$ cat config.mk
export PLATFORM = sky130hd
export DESIGN_NAME = timer_disp_scan
export DESIGN_NICKNAME = d
export VERILOG_FILES = /design/src/rtl/timer_disp_scan.sv
export SDC_FILE = /design/constraint.sdc
export NUM_CORES = 1
export LEC_CHECK = 0
export CORE_MARGIN = 2
export CORE_UTILIZATION = 57
export DETAILED_ROUTE_END_ITERATION = 8
export DONT_BUFFER_PORTS = 1
export GPL_TIMING_DRIVEN = 0
export PLACE_DENSITY = 0.75
export SYNTH_ARGS = -nofsm -noshare
export SYNTH_HDL_FRONTEND = slang
export SYNTH_SLANG_ARGS = --single-unit
$ cat constraint.sdc
create_clock -name clk -period 2 [get_ports clk]
set_input_delay 0.2 -clock clk [delete_from_list [all_inputs] [get_ports clk]]
set_output_delay 0.2 -clock clk [all_outputs]
set_load 0.01 [all_outputs]
$ cat src/rtl/timer_disp_scan.sv
// Scans a packed-BCD MM:SS value onto a 4-digit common-anode 7-segment display.
// Handles frame-coherent snapshots, anti-ghost guard, leading-zero blanking, colon and expiry blink.
module timer_disp_scan #(
    parameter int SCAN_DIV  = 100000,
    parameter int BLINK_DIV = 50000000,
    parameter int GUARD     = 4
) (
    input  logic        clk,
    input  logic        rstn,
    input  logic        start,
    input  logic [16:1] timer,
    output logic [3:0]  an,
    output logic [6:0]  seg,
    output logic        dp
);

    localparam int SW = (SCAN_DIV  > 1) ? $clog2(SCAN_DIV)  : 1;
    localparam int BW = (BLINK_DIV > 1) ? $clog2(BLINK_DIV) : 1;

    function automatic logic [6:0] bcd_to_seg(input logic [3:0] d);
        logic [6:0] s;
        case (d)
            4'd0:    s = 7'b1000000;
            4'd1:    s = 7'b1111001;
            4'd2:    s = 7'b0100100;
            4'd3:    s = 7'b0110000;
            4'd4:    s = 7'b0011001;
            4'd5:    s = 7'b0010010;
            4'd6:    s = 7'b0000010;
            4'd7:    s = 7'b1111000;
            4'd8:    s = 7'b0000000;
            4'd9:    s = 7'b0010000;
            default: s = 7'b0111111;
        endcase
        return s;
    endfunction

    logic [SW-1:0] scan_cnt_q, scan_cnt_d;
    logic [1:0]    idx_q, idx_d;
    logic [16:1]   snap_q, snap_d;
    logic [BW-1:0] blink_cnt_q, blink_cnt_d;
    logic          phase_q, phase_d;
    logic          load_q, load_d;
    logic [3:0]    an_q, an_d;
    logic [6:0]    seg_q, seg_d;
    logic          dp_q, dp_d;

    logic          scan_wrap;
    logic          expired;
    logic          blank;
    logic [3:0]    digit;

    always_comb begin
        scan_wrap   = (scan_cnt_q == SW'(SCAN_DIV - 1));
        scan_cnt_d  = scan_wrap ? '0 : scan_cnt_q + SW'(1);
        idx_d       = scan_wrap ? idx_q + 2'd1 : idx_q;
        load_d      = 1'b0;

        // load_q is set through reset so the first clock afterwards captures the bus
        snap_d = snap_q;
        if (load_q || (scan_wrap && idx_q == 2'd3)) begin
            snap_d = timer;
        end

        blink_cnt_d = blink_cnt_q;
        phase_d     = phase_q;
        if (!start) begin
            blink_cnt_d = '0;
            phase_d     = 1'b1;
        end else if (blink_cnt_q == BW'(BLINK_DIV - 1)) begin
            blink_cnt_d = '0;
            phase_d     = ~phase_q;
        end else begin
            blink_cnt_d = blink_cnt_q + BW'(1);
        end

        case (idx_q)
            2'd0:    digit = snap_q[4:1];
            2'd1:    digit = snap_q[8:5];
            2'd2:    digit = snap_q[12:9];
            default: digit = snap_q[16:13];
        endcase

        expired = start && (snap_q == 16'h0000);
        blank   = ((idx_q == 2'd3) && (digit == 4'd0)) || (expired && !phase_q);
        seg_d   = blank ? 7'b1111111 : bcd_to_seg(digit);
        an_d    = (scan_cnt_q < SW'(GUARD)) ? 4'b1111 : ~(4'b0001 << idx_q);

        dp_d = 1'b1;
        if (idx_q == 2'd2) begin
            if (!start) begin
                dp_d = 1'b0;
            end else if (expired) begin
                dp_d = 1'b1;
            end else begin
                dp_d = ~phase_q;
            end
        end
    end

    always_ff @(posedge clk or negedge rstn) begin
        if (!rstn) begin
            scan_cnt_q  <= '0;
            idx_q       <= 2'd0;
            snap_q      <= '0;
            blink_cnt_q <= '0;
            phase_q     <= 1'b1;
            load_q      <= 1'b1;
            an_q        <= 4'b1111;
            seg_q       <= 7'b1111111;
            dp_q        <= 1'b1;
        end else begin
            scan_cnt_q  <= scan_cnt_d;
            idx_q       <= idx_d;
            snap_q      <= snap_d;
            blink_cnt_q <= blink_cnt_d;
            phase_q     <= phase_d;
            load_q      <= load_d;
            an_q        <= an_d;
            seg_q       <= seg_d;
            dp_q        <= dp_d;
        end
    end

    assign an  = an_q;
    assign seg = seg_q;
    assign dp  = dp_q;

endmodule

# After elaboration in Yosys (flattened, before gate mapping)
# Memories as Yosys holds them, arrays and structs flattened.
# Index checks and enable logic that the tools add are counted.
# op_classes
add_sub_neg	3
magnitude_cmp	1
n_eq_ne	6
shifts	1
n_mux	11
bitwise_logic	2
n_reduce_logical	10
# op_table
op	n
$mux 26	2
$add 26x1->26 const B	1
$eq 26x26->1 const B	1
$add 17x1->17 const B	1
$eq 17x17->1 const B	1
$lt 17x3->1 const B	1
$mux 17	1
$logic_not 16->1	1
$pmux 4 s3	1
$mux 7	1
$mux 1	5
$eq 2x2->1 const B	2
$logic_and 1x1->1	4
$logic_not 4->1	1
$mux 4	1
$not 4->4	1
$shl 1x2->4 const A	1
$add 2x1->2 const B	1
$eq 2x1->1 const B	1
$logic_not 2->1	1
$logic_or 1x1->1	2
$ne 2x1->1 const B	1
$logic_not 1->1	1
$not 1->1	1
# totals
ff_bits	75
rom_bits	112
inputBits	19
output_inout_bits	12
mem_count	1
# memory_table
name	depth	word_bits	read_ports	rd_ports_with_merged_regs	write_ports	line	rtl
(no name shown)	16	7	1	0	0	22	case (d)

# Logic depth before layout (Yosys ltp)
# Gate-level depths: netlist of the first run.
# depth
word_depth	6
depth_mapped	8
mapped_depth_nobuf	8

# Worst setup path before layout of the first run
# No wires, ideal clock.
# synth_path
kind	reg-to-reg
startpoint	reg idx_q[0]
endpoint	reg seg_q[1], in the netlist seg[1]
t_arrival_ns	2.011
t_required_ns	1.891
setup_slack_ns	-0.120
stages_incl_launch_ff	8
n_path_buf	1
period_less_slack_ns	2.120
cell_sequence	dfrtp_1 -> ha_1 -> clkbuf_1 -> mux2i_1 -> inv_1 -> ha_1 -> a31oi_1 -> o221ai_1
# synth_via
elab_chain_cells	6
word_cells_on_any_way	10
cone_classes	3 x eq/ne; 2 x mux; 4 x reduce/logical; 1 x memory
# synth_rtl
item	line	rtl
start, declared	39	logic [1:0] idx_q, idx_d;
start signal, assigned	114	idx_q <= idx_d;
parallel branches: the longest is 5 deep, another holds $mem_v2 16x7	--	
$mux 7 *	86	seg_d = blank ? 7'b1111111 : bcd_to_seg(digit);
via seg_d[1]	45	logic [6:0] seg_q, seg_d;
end signal, assigned	120	seg_q <= seg_d;
end, declared	45	
# Mark *: on every way through the listed nets, which the timed path passes.
# A chain may end at the register's enable or synchronous reset.

# Worst setup path in the final report of the first run
# layout_path
startpoint	reg idx_q[1]
endpoint	reg seg_q[6], in the netlist seg[6]
# Same word-level chain as after synthesis.

==> impl_metrics.tcl, run 1 <==
set metrics [dict create \
    worstSetupPathType "flop to flop" \
    crit_slowest_cell "sky130_fd_sc_hd__a222oi_1" \
    cell_area_after_synthesis_um2 3585 \
    detailed_place_hpwl_mm 4.623 \
    synth-warning-count 0 \
    rsz_0062_raised_after_global_routing "yes" \
    post-synth-top-area-cell "sky130_fd_sc_hd__dfrtp_1" \
    worst-r2r-cell-count 8 \
    syn_area_per_cell_um2 11.10 \
    setup_viol 7 \
    clockRootBuffer "sky130_fd_sc_hd__clkbuf_8" \
    p_int_w 0.002260 \
    fin_crit_ns 2.111 \
    clock-sinks 75 \
    initial_standard_cell_utilization_of_the_core 0.5984 \
    critPathLaunchType "flop" \
    io_pins 31 \
    r2r_slack_ns -0.11 \
    gr-total-overflow 0 \
    gp_congestion 0.8160 \
    violations_in_the_final_reports "negative setup slack" \
    route.detailed.vias_per_inst 6.110 \
    report.final.slew_viol_count 0 \
    clk_path_buf_depth 2 \
    critical_path_peak_fanout 7 \
    netlist.area_leader.share 0.4258 \
    drv_cap 0 \
    firstDrtPassIters 5 \
    power_frac_seq 0.535 \
    synth_top_cells_by_area "sky130_fd_sc_hd__dfrtp_1, sky130_fd_sc_hd__dfstp_2, sky130_fd_sc_hd__xor2_1, sky130_fd_sc_hd__xnor2_1, sky130_fd_sc_hd__mux2_4" \
    num_vias 2774 \
    drt_first_iter_violations 192 \
    synth_seq_area_share 0.5284 \
    post_route_clock_period_utilization 1.056 \
    fraction_of_final_layout_cells_with_drive_strength_greater_than_1 0.3113 \
    cts_inserted_buffers 9 \
    timing.final.ws_setup_ns -0.1110 \
    total_power_w 0.003102 \
    routedWlPerCell_um 20.20 \
    clk_pin_slew_ns 0.08 \
    worst_ir_drop_vdd_v 0.0006728 \
    setup_tns_ns -0.6167 \
    final-hold-violation-count 0 \
    diode_count 0 \
    remaining_drc_errors 0 \
    ys.flop_type "sky130_fd_sc_hd__dfrtp_1" \
    p_sw_w 0.0008420 \
    p_sw_frac 0.2714 \
    synth-seq-cells 75 \
    setup.worst_path.end_class "flop" \
    critical_path.max_stage_delay_ns 0.55 \
    leakagePower_nw 1.913 \
    maximum_number_of_pins_on_one_net_before_global_route_repair 76 \
    syn_nets 351 \
    detail-route-antenna-nets 0 \
    fp.dieW_um 83.30 \
    clock_power_share 0.353 \
    placeableCoreArea_um2 5991 \
    worstHoldStart "start" \
    clock_insertion_delay_worst_skew_ns 0.36 \
    worst-endpoint-arrival_ns 2.40 \
    synth_async_sr_flop_share 1.000 \
    drt_wl_total_mm 9.169 \
    crit_start "idx_q[1]$_DFFE_PN0N_" \
    area_delta_synth_final_pct 26.21 \
    crit-reg2reg-capture "seg[6]$_DFF_PN1_" \
    outcome "finished, violations left" \
    power_density_nw_per_um2 685.6 \
    skew_ns 0.008162 \
    max_slew.worst_pin.slew_ns 0.5702 \
    path_cells "inv_2, ha_4, a222oi_1, mux2i_4, inv_2, ha_4, a31oi_4, o21ai_1" \
    wire_length_of_the_first_global_routing_pass_mm 12.80 \
    fp.dieH_um 83.30 \
    clock_tree_from_tritoncts "yes" \
    crit_required_ns 2.29 \
    die_area_um2 6939 \
    grtUsageTotal 0.2348 \
    synth.distinct_cells 46 \
    first_global_vias 2635 \
    number_of_antenna_violations_at_the_first_check_in_global_routing 0 \
    synth_cells 323 \
    min-delay-path-class "input port to flop" \
    slew_headroom 0.6199 \
    row_count 28 \
    h-tree-depth 3 \
    regToRegStartpoint "idx_q[1]$_DFFE_PN0N_" \
    port_buffers 0 \
    setup.worst_path.end "seg[6]$_DFF_PN1_" \
    p_comb_frac 0.112 \
    nets 402 \
    synth_enable_flop_cells 0 \
    fmaxAchievable_ghz 0.4737 \
]
worst max-delay path, delay by kind of cell, from the launching register on:
family / cells / cell delay [ns]
AO/OA/AOI/OAI: 3 / 0.82
adder cells (fa/ha/maj): 2 / 0.35
buffers and inverters: 2 / 0.24
flip-flops: 1 / 0.42
multiplexers: 1 / 0.21
routing by layer:
layer | up-vias | global-route usage | part of all wire | wire, um
li1 | 1224 | - | - | -
met1 | 1370 | 0.2978 | 0.37 | 3365
met2 | 141 | 0.3996 | 0.53 | 4892
met3 | 39 | 0.06163 | 0.053 | 484
met4 | 0 | 0.06408 | 0.046 | 426
met5 | - | 0 | 0 | 0
cells by family (layout without fill, tap and decap cells):
| group | count (synthesis) | count (layout) | synth area share |
|---|---|---|---|
| buf+inv | 19 | 75 | 0.03071 |
| other cells | 1 | 1 | 0.001046 |
| xor+xnor | 40 | 40 | 0.09773 |
| flops | 75 | 75 | 0.5284 |
| fa+ha+maj | 9 | 9 | 0.03141 |
| mux | 19 | 19 | 0.06946 |
| compound gates | 23 | 23 | 0.04328 |
| simple gates | 137 | 137 | 0.1979 |
cells in the mapped netlist (2+ instances only):
cell and number:
sky130_fd_sc_hd__dfrtp_1 61, sky130_fd_sc_hd__nor2_1 40, sky130_fd_sc_hd__nand2_1 27, sky130_fd_sc_hd__xor2_1 22, sky130_fd_sc_hd__nand3_1 20, sky130_fd_sc_hd__xnor2_1 18, sky130_fd_sc_hd__dfstp_2 14, sky130_fd_sc_hd__nand4_1 14
sky130_fd_sc_hd__inv_1 11, sky130_fd_sc_hd__mux2_4 10, sky130_fd_sc_hd__ha_1 9, sky130_fd_sc_hd__nor3_1 8, sky130_fd_sc_hd__mux2_2 7, sky130_fd_sc_hd__nor4_1 7, sky130_fd_sc_hd__o21ai_0 7, sky130_fd_sc_hd__a21oi_1 4
sky130_fd_sc_hd__and3_1 4, sky130_fd_sc_hd__and4_1 3, sky130_fd_sc_hd__clkbuf_1 3, sky130_fd_sc_hd__a222oi_1 2, sky130_fd_sc_hd__a31oi_1 2, sky130_fd_sc_hd__buf_6 2, sky130_fd_sc_hd__buf_8 2, sky130_fd_sc_hd__mux2i_1 2
sky130_fd_sc_hd__nor2b_1 2, sky130_fd_sc_hd__nor4_2 2
placed cells by master, fill, tap and decap left out, types with 3 or more instances in the layout:
cell,Yosys,routed
sky130_fd_sc_hd__and3_1,4,4
sky130_fd_sc_hd__buf_4,0,19
sky130_fd_sc_hd__buf_8,2,3
sky130_fd_sc_hd__clkbuf_8,0,10
sky130_fd_sc_hd__clkinv_4,0,3
sky130_fd_sc_hd__dfrtp_1,61,57
sky130_fd_sc_hd__dfrtp_2,0,4
sky130_fd_sc_hd__dfstp_2,14,14
sky130_fd_sc_hd__dlygate4sd3_1,0,18
sky130_fd_sc_hd__ha_4,0,7
sky130_fd_sc_hd__inv_1,11,8
sky130_fd_sc_hd__mux2_2,7,7
sky130_fd_sc_hd__mux2_4,10,10
sky130_fd_sc_hd__nand2_1,27,25
sky130_fd_sc_hd__nand3_1,20,20
sky130_fd_sc_hd__nand4_1,14,14
sky130_fd_sc_hd__nor2_1,40,33
sky130_fd_sc_hd__nor2_2,0,3
sky130_fd_sc_hd__nor2_4,0,4
sky130_fd_sc_hd__nor3_1,8,7
sky130_fd_sc_hd__nor4_1,7,6
sky130_fd_sc_hd__o21ai_0,7,4
sky130_fd_sc_hd__xnor2_1,18,18
sky130_fd_sc_hd__xor2_1,22,22
how the worst min path moves through the flow:
stage | depth (start not counted) | endpoint | slack [ns]
6_report | 2 | blink_cnt_q[25]$_DFF_PN0_ | 0.04
5_1_grt | 2 | blink_cnt_q[25]$_DFF_PN0_ | 0.04
4_1_cts | 3 | blink_cnt_q[4]$_DFF_PN0_ | 0.11
3_5_place_dp | 0 | blink_cnt_q[13]$_DFF_PN0_ | -0.09
3_3_place_gp | 0 | blink_cnt_q[15]$_DFF_PN0_ | -0.09
2_1_floorplan | 0 | blink_cnt_q[0]$_DFF_PN0_ | -0.1
power by group through the flow:
stage                     logic [W]  clock network [W]  registers [W]
after floorplan            0.000148                  0        0.00166
after global placement     0.000169                  0        0.00168
after detailed placement   0.000174                  0        0.00168
after CTS                  0.000257            0.00110        0.00165
after global routing       0.000373            0.00117        0.00167
final                      0.000346            0.00109        0.00166
state kept, by name, summed over array words and instances (netlist names), 2 cells and up:
register / count
blink_cnt_q: 26
scan_cnt_q: 17
snap_q: 16
seg: 7
an: 4
idx_q: 2
through the flow:
| stage | util | hold WS [ns] | cells | instance area [um2] | setup slack (ns) |
|---|---|---|---|---|---|
| finish | 0.7552 | 0.04173 | 454 | 4524 | -0.1110 |
| global route | 0.7552 | 0.04305 | 454 | 4524 | -0.1780 |
| CTS | 0.6992 | 0.1134 | 440 | 4189 | -0.01900 |
| detailed placement | 0.6149 | -0.09345 | 398 | 3684 | -0.4083 |
| global placement | 0.6149 | -0.09296 | 398 | 3684 | -0.3379 |
| floorplan | - | -0.09559 | 323 | 3590 | 0.006867 |
repair_timing:
| item | in CTS | in global routing |
|---|---|---|
| resized for setup | 12 | 50 |
| pin swaps | 4 | 18 |
| endpoints found under the setup margin | 29 | 51 |
| hold endpoints to repair | 94 | 0 |
| setup buffers | 7 | 13 |
| hold buffers | 19 | 0 |
| cloned | 0 | 2 |
final cells by class:
cell class              instances  area, um2
multi-input cells             229       1823
clock buffers                  10      137.6
fillers                       343       1466
plain buffers                   7      65.06
repair buffers                 41      411.6
clock inverters                 6      50.05
inverters                      11      43.79
well taps                      75      93.84
flip-flops and latches         75       1899
Power figures use the tool's default switching activity.
==> run 2, diff against run 1 <==
--- a/config.mk
+++ b/config.mk
@@ -10,6 +10,7 @@
 export DETAILED_ROUTE_END_ITERATION = 8
 export DONT_BUFFER_PORTS = 1
 export GPL_TIMING_DRIVEN = 0
+export MAX_ROUTING_LAYER = met4
 export PLACE_DENSITY = 0.75
 export SYNTH_ARGS = -nofsm -noshare
 export SYNTH_HDL_FRONTEND = slang
==> run 2 against run 1 <==
The run still ends with negative setup slack left. Register-to-register slack is essentially flat. Total power is essentially flat. Clock power is essentially flat. Critical path depth is the same. Worst setup slack gained 0.013 ns. Combinational power is essentially flat. Via count shrank 1.4%. Fmax grew 0.62%. Non-clock buffer count is the same.
==> impl_metrics.tcl, run 2 (synthesis gave the netlist of run 1 again) <==
set metrics [dict create \
    fp.dieW_um 83.30 \
    grtUsageTotal 0.2412 \
    layout.cells.most_common_list "sky130_fd_sc_hd__dfrtp_1, sky130_fd_sc_hd__nor2_1, sky130_fd_sc_hd__nand2_1" \
    fp.dieH_um 83.30 \
    detailed_place_hpwl_mm 4.623 \
    power_density_nw_per_um2 685.1 \
    critical_path.max_stage_delay_ns 0.55 \
    clk_path_buf_depth 2 \
    top_register "blink_cnt_q" \
    grt_busiest_layer "met2" \
    groute.layer.met3.usage 0.06064 \
    fraction_of_final_layout_cells_with_drive_strength_greater_than_1 0.3113 \
    setup.worst_path.end_class "flop" \
    detail-route-antenna-nets 0 \
    skew_ns 0.007585 \
    gp_congestion 0.8282 \
    fin_crit_ns 2.098 \
    reg_top3 "blink_cnt_q x26, scan_cnt_q x17, snap_q x16" \
    report.final.slew_viol_count 0 \
    gr-total-overflow 0 \
    worstHoldStart "start" \
    clock-sinks 75 \
    setup_viol 8 \
    initial_standard_cell_utilization_of_the_core 0.5984 \
    clock_tree_from_tritoncts "yes" \
    io_pins 31 \
    max_slew.worst_pin.slew_ns 0.5706 \
    port_buffers 0 \
    largest_register_ffs 26 \
    path_cells "inv_2, ha_4, a222oi_1, mux2i_4, inv_2, ha_4, a31oi_4, o21ai_1" \
    timing.final.ws_setup_ns -0.09808 \
    first_global_vias 2651 \
    h-tree-depth 3 \
    route.detailed.vias_per_inst 6.022 \
    drt_wl_total_mm 9.191 \
    routedWlPerCell_um 20.24 \
    clockRootBuffer "sky130_fd_sc_hd__clkbuf_8" \
    outcome "finished, violations left" \
    most_frequent_standard_cell_in_the_layout_excluding_fill_and_tap_cells "sky130_fd_sc_hd__dfrtp_1" \
    nets 402 \
    worstSetupPathType "flop to flop" \
    diode_count 0 \
    wire_length_of_the_first_global_routing_pass_mm 12.77 \
    global_route.usage.met2 0.3981 \
    row_count 28 \
    remaining_drc_errors 0 \
    clock_insertion_delay_worst_skew_ns 0.35 \
    post_route_clock_period_utilization 1.049 \
    final_core_utilization 0.7552 \
    regToRegStartpoint "idx_q[1]$_DFFE_PN0N_" \
    timing.hold.worst_endpoint "blink_cnt_q[25]$_DFF_PN0_" \
    violations_in_the_final_reports "negative setup slack" \
    crit_slowest_cell "sky130_fd_sc_hd__a222oi_1" \
    r2r_slack_ns -0.1 \
    num_vias 2734 \
    use_met1 0.2978 \
    area_delta_synth_final_pct 26.21 \
    worst-endpoint-arrival_ns 2.38 \
    hold_depth 2 \
    worst-r2r-cell-count 8 \
    firstDrtPassIters 4 \
    cts_inserted_buffers 9 \
    maximum_number_of_pins_on_one_net_before_global_route_repair 76 \
    dpl_cell_area_um2 3684 \
    critical_path_peak_fanout 7 \
    number_of_antenna_violations_at_the_first_check_in_global_routing 0 \
    clk_pin_slew_ns 0.08 \
    crit-reg2reg-capture "seg[6]$_DFF_PN1_" \
    worst_ir_drop_vdd_v 0.0006713 \
    fmaxAchievable_ghz 0.4766 \
    placeableCoreArea_um2 5991 \
    leakagePower_nw 1.913 \
    die_area_um2 6939 \
    min-delay-path-class "input port to flop" \
    crit_required_ns 2.28 \
    drv_cap 0 \
    final-hold-violation-count 0 \
    critPathLaunchType "flop" \
    drt_first_iter_violations 199 \
    slew_headroom 0.6196 \
    rsz_0062_raised_after_global_routing "yes" \
    postLayoutCellArea_um2 4524 \
]
==> run 2: final cells by class <==
type | count | area (um2)
Multi-Input combinational cell | 229 | 1823
Buffer | 7 | 65.06
Fill cell | 343 | 1466
Clock buffer | 10 | 137.6
Timing Repair Buffer | 41 | 411.6
Clock inverter | 6 | 50.05
Inverter | 11 | 43.79
Tap cell | 75 | 93.84
Sequential cell | 75 | 1899
==> run 2: timing repair <==
action / CTS / global route
buffers inserted: 7 / 13
cloned: 0 / 2
endpoints found under the setup margin: 29 / 51
endpoints found under the hold margin: 94 / 0
gates resized for setup: 12 / 50
hold buffers: 19 / 0
pin swaps: 4 / 18
==> run 2: layer usage <==
metal / part of all wire / wire length (um) / vias up
met4: 0.042 / 390 / 0
met1: 0.38 / 3482 / 1369
li1: - / - / 1228
met3: 0.043 / 395 / 34
met5: 0 / 0 / -
met2: 0.54 / 4922 / 103
==> run 2: worst max-delay path by stage <==
stage                                  end  cells past startpoint                 start
final                     seg[6]$_DFF_PN1_                      8  idx_q[1]$_DFFE_PN0N_
after global routing      seg[2]$_DFF_PN1_                      8  idx_q[1]$_DFFE_PN0N_
after CTS                 seg[5]$_DFF_PN1_                      8  idx_q[0]$_DFFE_PN0N_
after detailed placement  seg[5]$_DFF_PN1_                      8  idx_q[0]$_DFFE_PN0N_
after global placement    seg[1]$_DFF_PN1_                      8  idx_q[0]$_DFFE_PN0N_
after floorplan           seg[1]$_DFF_PN1_                      8  idx_q[0]$_DFFE_PN0N_
==> run 2: report_power, final <==
part	leakage (nW)	internal, W	switching, W
combinational	0.884	0.000171	0.000175
clock	0.0891	0.000494	0.000598
sequential	0.940	0.00159	0.0000661
total	1.91	0.00226	0.000839
==> run 2: metrics by stage <==
step | instances | hold WS, ns | worst slack [ns] | power [W] | TNS (ns)
6_report | 454 | 0.04725 | -0.09808 | 0.003100 | -0.5463
5_1_grt | 454 | 0.04060 | -0.1778 | 0.003215 | -1.804
4_1_cts | 440 | 0.1134 | -0.01900 | 0.003008 | -0.01900
3_5_place_dp | 398 | -0.09345 | -0.4083 | 0.001856 | -3.239
3_3_place_gp | 398 | -0.09296 | -0.3379 | 0.001846 | -3.052
2_1_floorplan | 323 | -0.09559 | 0.006867 | 0.001813 | 0
==> run 2: worst max-delay path: cells and delay by family (launching register included) <==
family                   cells  cell delay (ns)
buffers and inverters        2             0.23
multiplexers                 1             0.21
AO/OA/AOI/OAI                3             0.82
adder cells (fa/ha/maj)      2             0.35
flip-flops                   1             0.41
==> run 3, diff against run 2 <==
--- a/config.mk
+++ b/config.mk
@@ -12,6 +12,7 @@
 export GPL_TIMING_DRIVEN = 0
 export MAX_ROUTING_LAYER = met4
 export PLACE_DENSITY = 0.75
+export RECOVER_POWER = 100
 export SYNTH_ARGS = -nofsm -noshare
 export SYNTH_HDL_FRONTEND = slang
 export SYNTH_SLANG_ARGS = --single-unit
==> run 3 against run 2 <==
Final cell count unchanged. Critical path depth did not move. Worst setup slack worse by 0.017 ns. Global-route usage unchanged. The run still ends with negative setup slack left. Via count rose by 0.73%. Clock power barely moved. Non-clock buffer count unchanged.
==> impl_metrics.tcl, run 3 (synthesis gave the netlist of run 1 again) <==
set metrics [dict create \
    outcome "finished, violations left" \
    violations_in_the_final_reports "negative setup slack" \
    dp_worst_setup_slack_ns -0.4083 \
    port_buffers 0 \
    drt_first_iter_violations 189 \
    p_sw_frac 0.2724 \
    cts_inserted_buffers 9 \
    path_cells "inv_2, ha_4, a222oi_1, mux2i_4, inv_2, ha_4, a31oi_4, o21ai_1" \
    diode_count 0 \
    num_vias 2754 \
    io_pins 31 \
    remaining_drc_errors 0 \
    number_of_antenna_violations_at_the_first_check_in_global_routing 0 \
    area_delta_synth_final_pct 25.31 \
    rsz_0062_raised_after_global_routing "yes" \
    clockRootBuffer "sky130_fd_sc_hd__clkbuf_8" \
    fraction_of_final_layout_cells_with_drive_strength_greater_than_1 0.3087 \
    hold_depth 2 \
    worst-endpoint-arrival_ns 2.40 \
    slew_headroom 0.3474 \
    clock_tree_from_tritoncts "yes" \
    drv_cap 0 \
    clock-sinks 75 \
    detailed_place_hpwl_mm 4.623 \
    worst_hold_slack_ns 0.04120 \
    gp_congestion 0.8282 \
    worst-r2r-cell-count 8 \
    p_sw_w 0.0008445 \
    fin_crit_ns 2.115 \
    r2r_slack_ns -0.11 \
    layout.cells.most_common_list "sky130_fd_sc_hd__dfrtp_1, sky130_fd_sc_hd__nor2_1, sky130_fd_sc_hd__nand2_1" \
    clock_insertion_delay_worst_skew_ns 0.36 \
    layoutNonFillerInstCount 454 \
    h-tree-depth 3 \
    drt_wl_total_mm 9.175 \
    top_register "blink_cnt_q" \
    crit_slowest_cell "sky130_fd_sc_hd__a222oi_1" \
    fmaxAchievable_ghz 0.4728 \
    skew_ns 0.008849 \
    min-delay-path-class "input port to flop" \
    clock_power_share 0.354 \
    nets 402 \
    max_slew.worst_pin.slew_ns 0.9790 \
    p_int_w 0.002256 \
    setup_tns_ns -0.6939 \
    firstDrtPassIters 5 \
    crit-reg2reg-capture "seg[6]$_DFF_PN1_" \
    placeableCoreArea_um2 5991 \
    gr-total-overflow 0 \
    report.final.slew_viol_count 0 \
    routedWlPerCell_um 20.21 \
    worst_ir_drop_vdd_v 0.0006748 \
    critical_path.max_stage_delay_ns 0.56 \
    p_comb_frac 0.110 \
    worstSetupPathType "flop to flop" \
    maximum_number_of_pins_on_one_net_before_global_route_repair 76 \
    fp.dieW_um 83.30 \
    setup.worst_path.end_class "flop" \
    timing.hold.worst_endpoint "blink_cnt_q[25]$_DFF_PN0_" \
    power_density_nw_per_um2 690.2 \
    final-hold-violation-count 0 \
    fp.dieH_um 83.30 \
    dpl.cell_count 398 \
    worstHoldStart "start" \
    power_frac_seq 0.536 \
    route.detailed.vias_per_inst 6.066 \
    first_global_vias 2651 \
    wire_length_of_the_first_global_routing_pass_mm 12.77 \
    critical_path_peak_fanout 7 \
    post_route_clock_period_utilization 1.057 \
    critPathLaunchType "flop" \
    setup_viol 8 \
    timing.final.ws_setup_ns -0.1148 \
    reg_top3 "blink_cnt_q x26, scan_cnt_q x17, snap_q x16" \
    crit_required_ns 2.29 \
    regToRegStartpoint "idx_q[1]$_DFFE_PN0N_" \
    grtUsageTotal 0.2412 \
    clk_path_buf_depth 2 \
    die_area_um2 6939 \
    detail-route-antenna-nets 0 \
    most_frequent_standard_cell_in_the_layout_excluding_fill_and_tap_cells "sky130_fd_sc_hd__dfrtp_1" \
    row_count 28 \
    initial_standard_cell_utilization_of_the_core 0.5984 \
    leakagePower_nw 1.904 \
    clk_pin_slew_ns 0.08 \
    largest_register_ffs 26 \
]
[run 3: cell type report]
class / instances / area, um2
Sequential cell: 75 / 1899
Multi-Input combinational cell: 229 / 1810
Fill cell: 347 / 1499
Timing Repair Buffer: 41 / 391.6
Clock buffer: 10 / 137.6
Tap cell: 75 / 93.84
Buffer: 7 / 65.06
Clock inverter: 6 / 50.05
Inverter: 11 / 43.79
[run 3: how the worst max path moves through the flow]
stage / start / to / slack [ns] / depth (start not counted)
global placement: idx_q[0]$_DFFE_PN0N_ / seg[1]$_DFF_PN1_ / -0.34 / 8
detailed placement: idx_q[0]$_DFFE_PN0N_ / seg[5]$_DFF_PN1_ / -0.41 / 8
floorplan: idx_q[0]$_DFFE_PN0N_ / seg[1]$_DFF_PN1_ / 0.007 / 8
global route: idx_q[1]$_DFFE_PN0N_ / seg[2]$_DFF_PN1_ / -0.18 / 8
finish: idx_q[1]$_DFFE_PN0N_ / seg[6]$_DFF_PN1_ / -0.11 / 8
CTS: idx_q[0]$_DFFE_PN0N_ / seg[5]$_DFF_PN1_ / -0.02 / 8
[run 3: worst max-delay path: cells and delay by family, from the launching register on]
family          cells  cell delay, ns
compound gates      3            0.83
mux                 1            0.21
flops               1            0.42
buf+inv             2            0.23
fa+ha+maj           2            0.35
[run 3: metrics by stage]
stage	total power [W]	instance area, um2	util
after global routing	0.003210	4492	0.7498
after global placement	0.001846	3684	0.6149
final	0.003100	4492	0.7498
after CTS	0.003008	4189	0.6992
after floorplan	0.001813	3590	-
after detailed placement	0.001856	3684	0.6149
[run 3: layer usage]
layer | wire length, um | global-route usage
met5 | 0 | -
met4 | 410 | 0.06557
met3 | 441 | 0.06064
met2 | 4922 | 0.3981
met1 | 3401 | 0.2978
[run 3: power by group through the flow]
stage	Combinational (W)	Clock, W	Sequential, W
final	0.000341	0.00110	0.00166
after floorplan	0.000148	0	0.00166
after CTS	0.000257	0.00110	0.00165
after global routing	0.000367	0.00117	0.00167
after detailed placement	0.000174	0	0.00168
after global placement	0.000169	0	0.00168
[run 3: timing repair]
action,in CTS,in global routing
endpoints found under the hold margin,94,0
buffers inserted,7,13
gates cloned,0,2
resized for setup,12,50
pin swaps,4,18
setup endpoints to repair,29,51
hold buffers,19,0
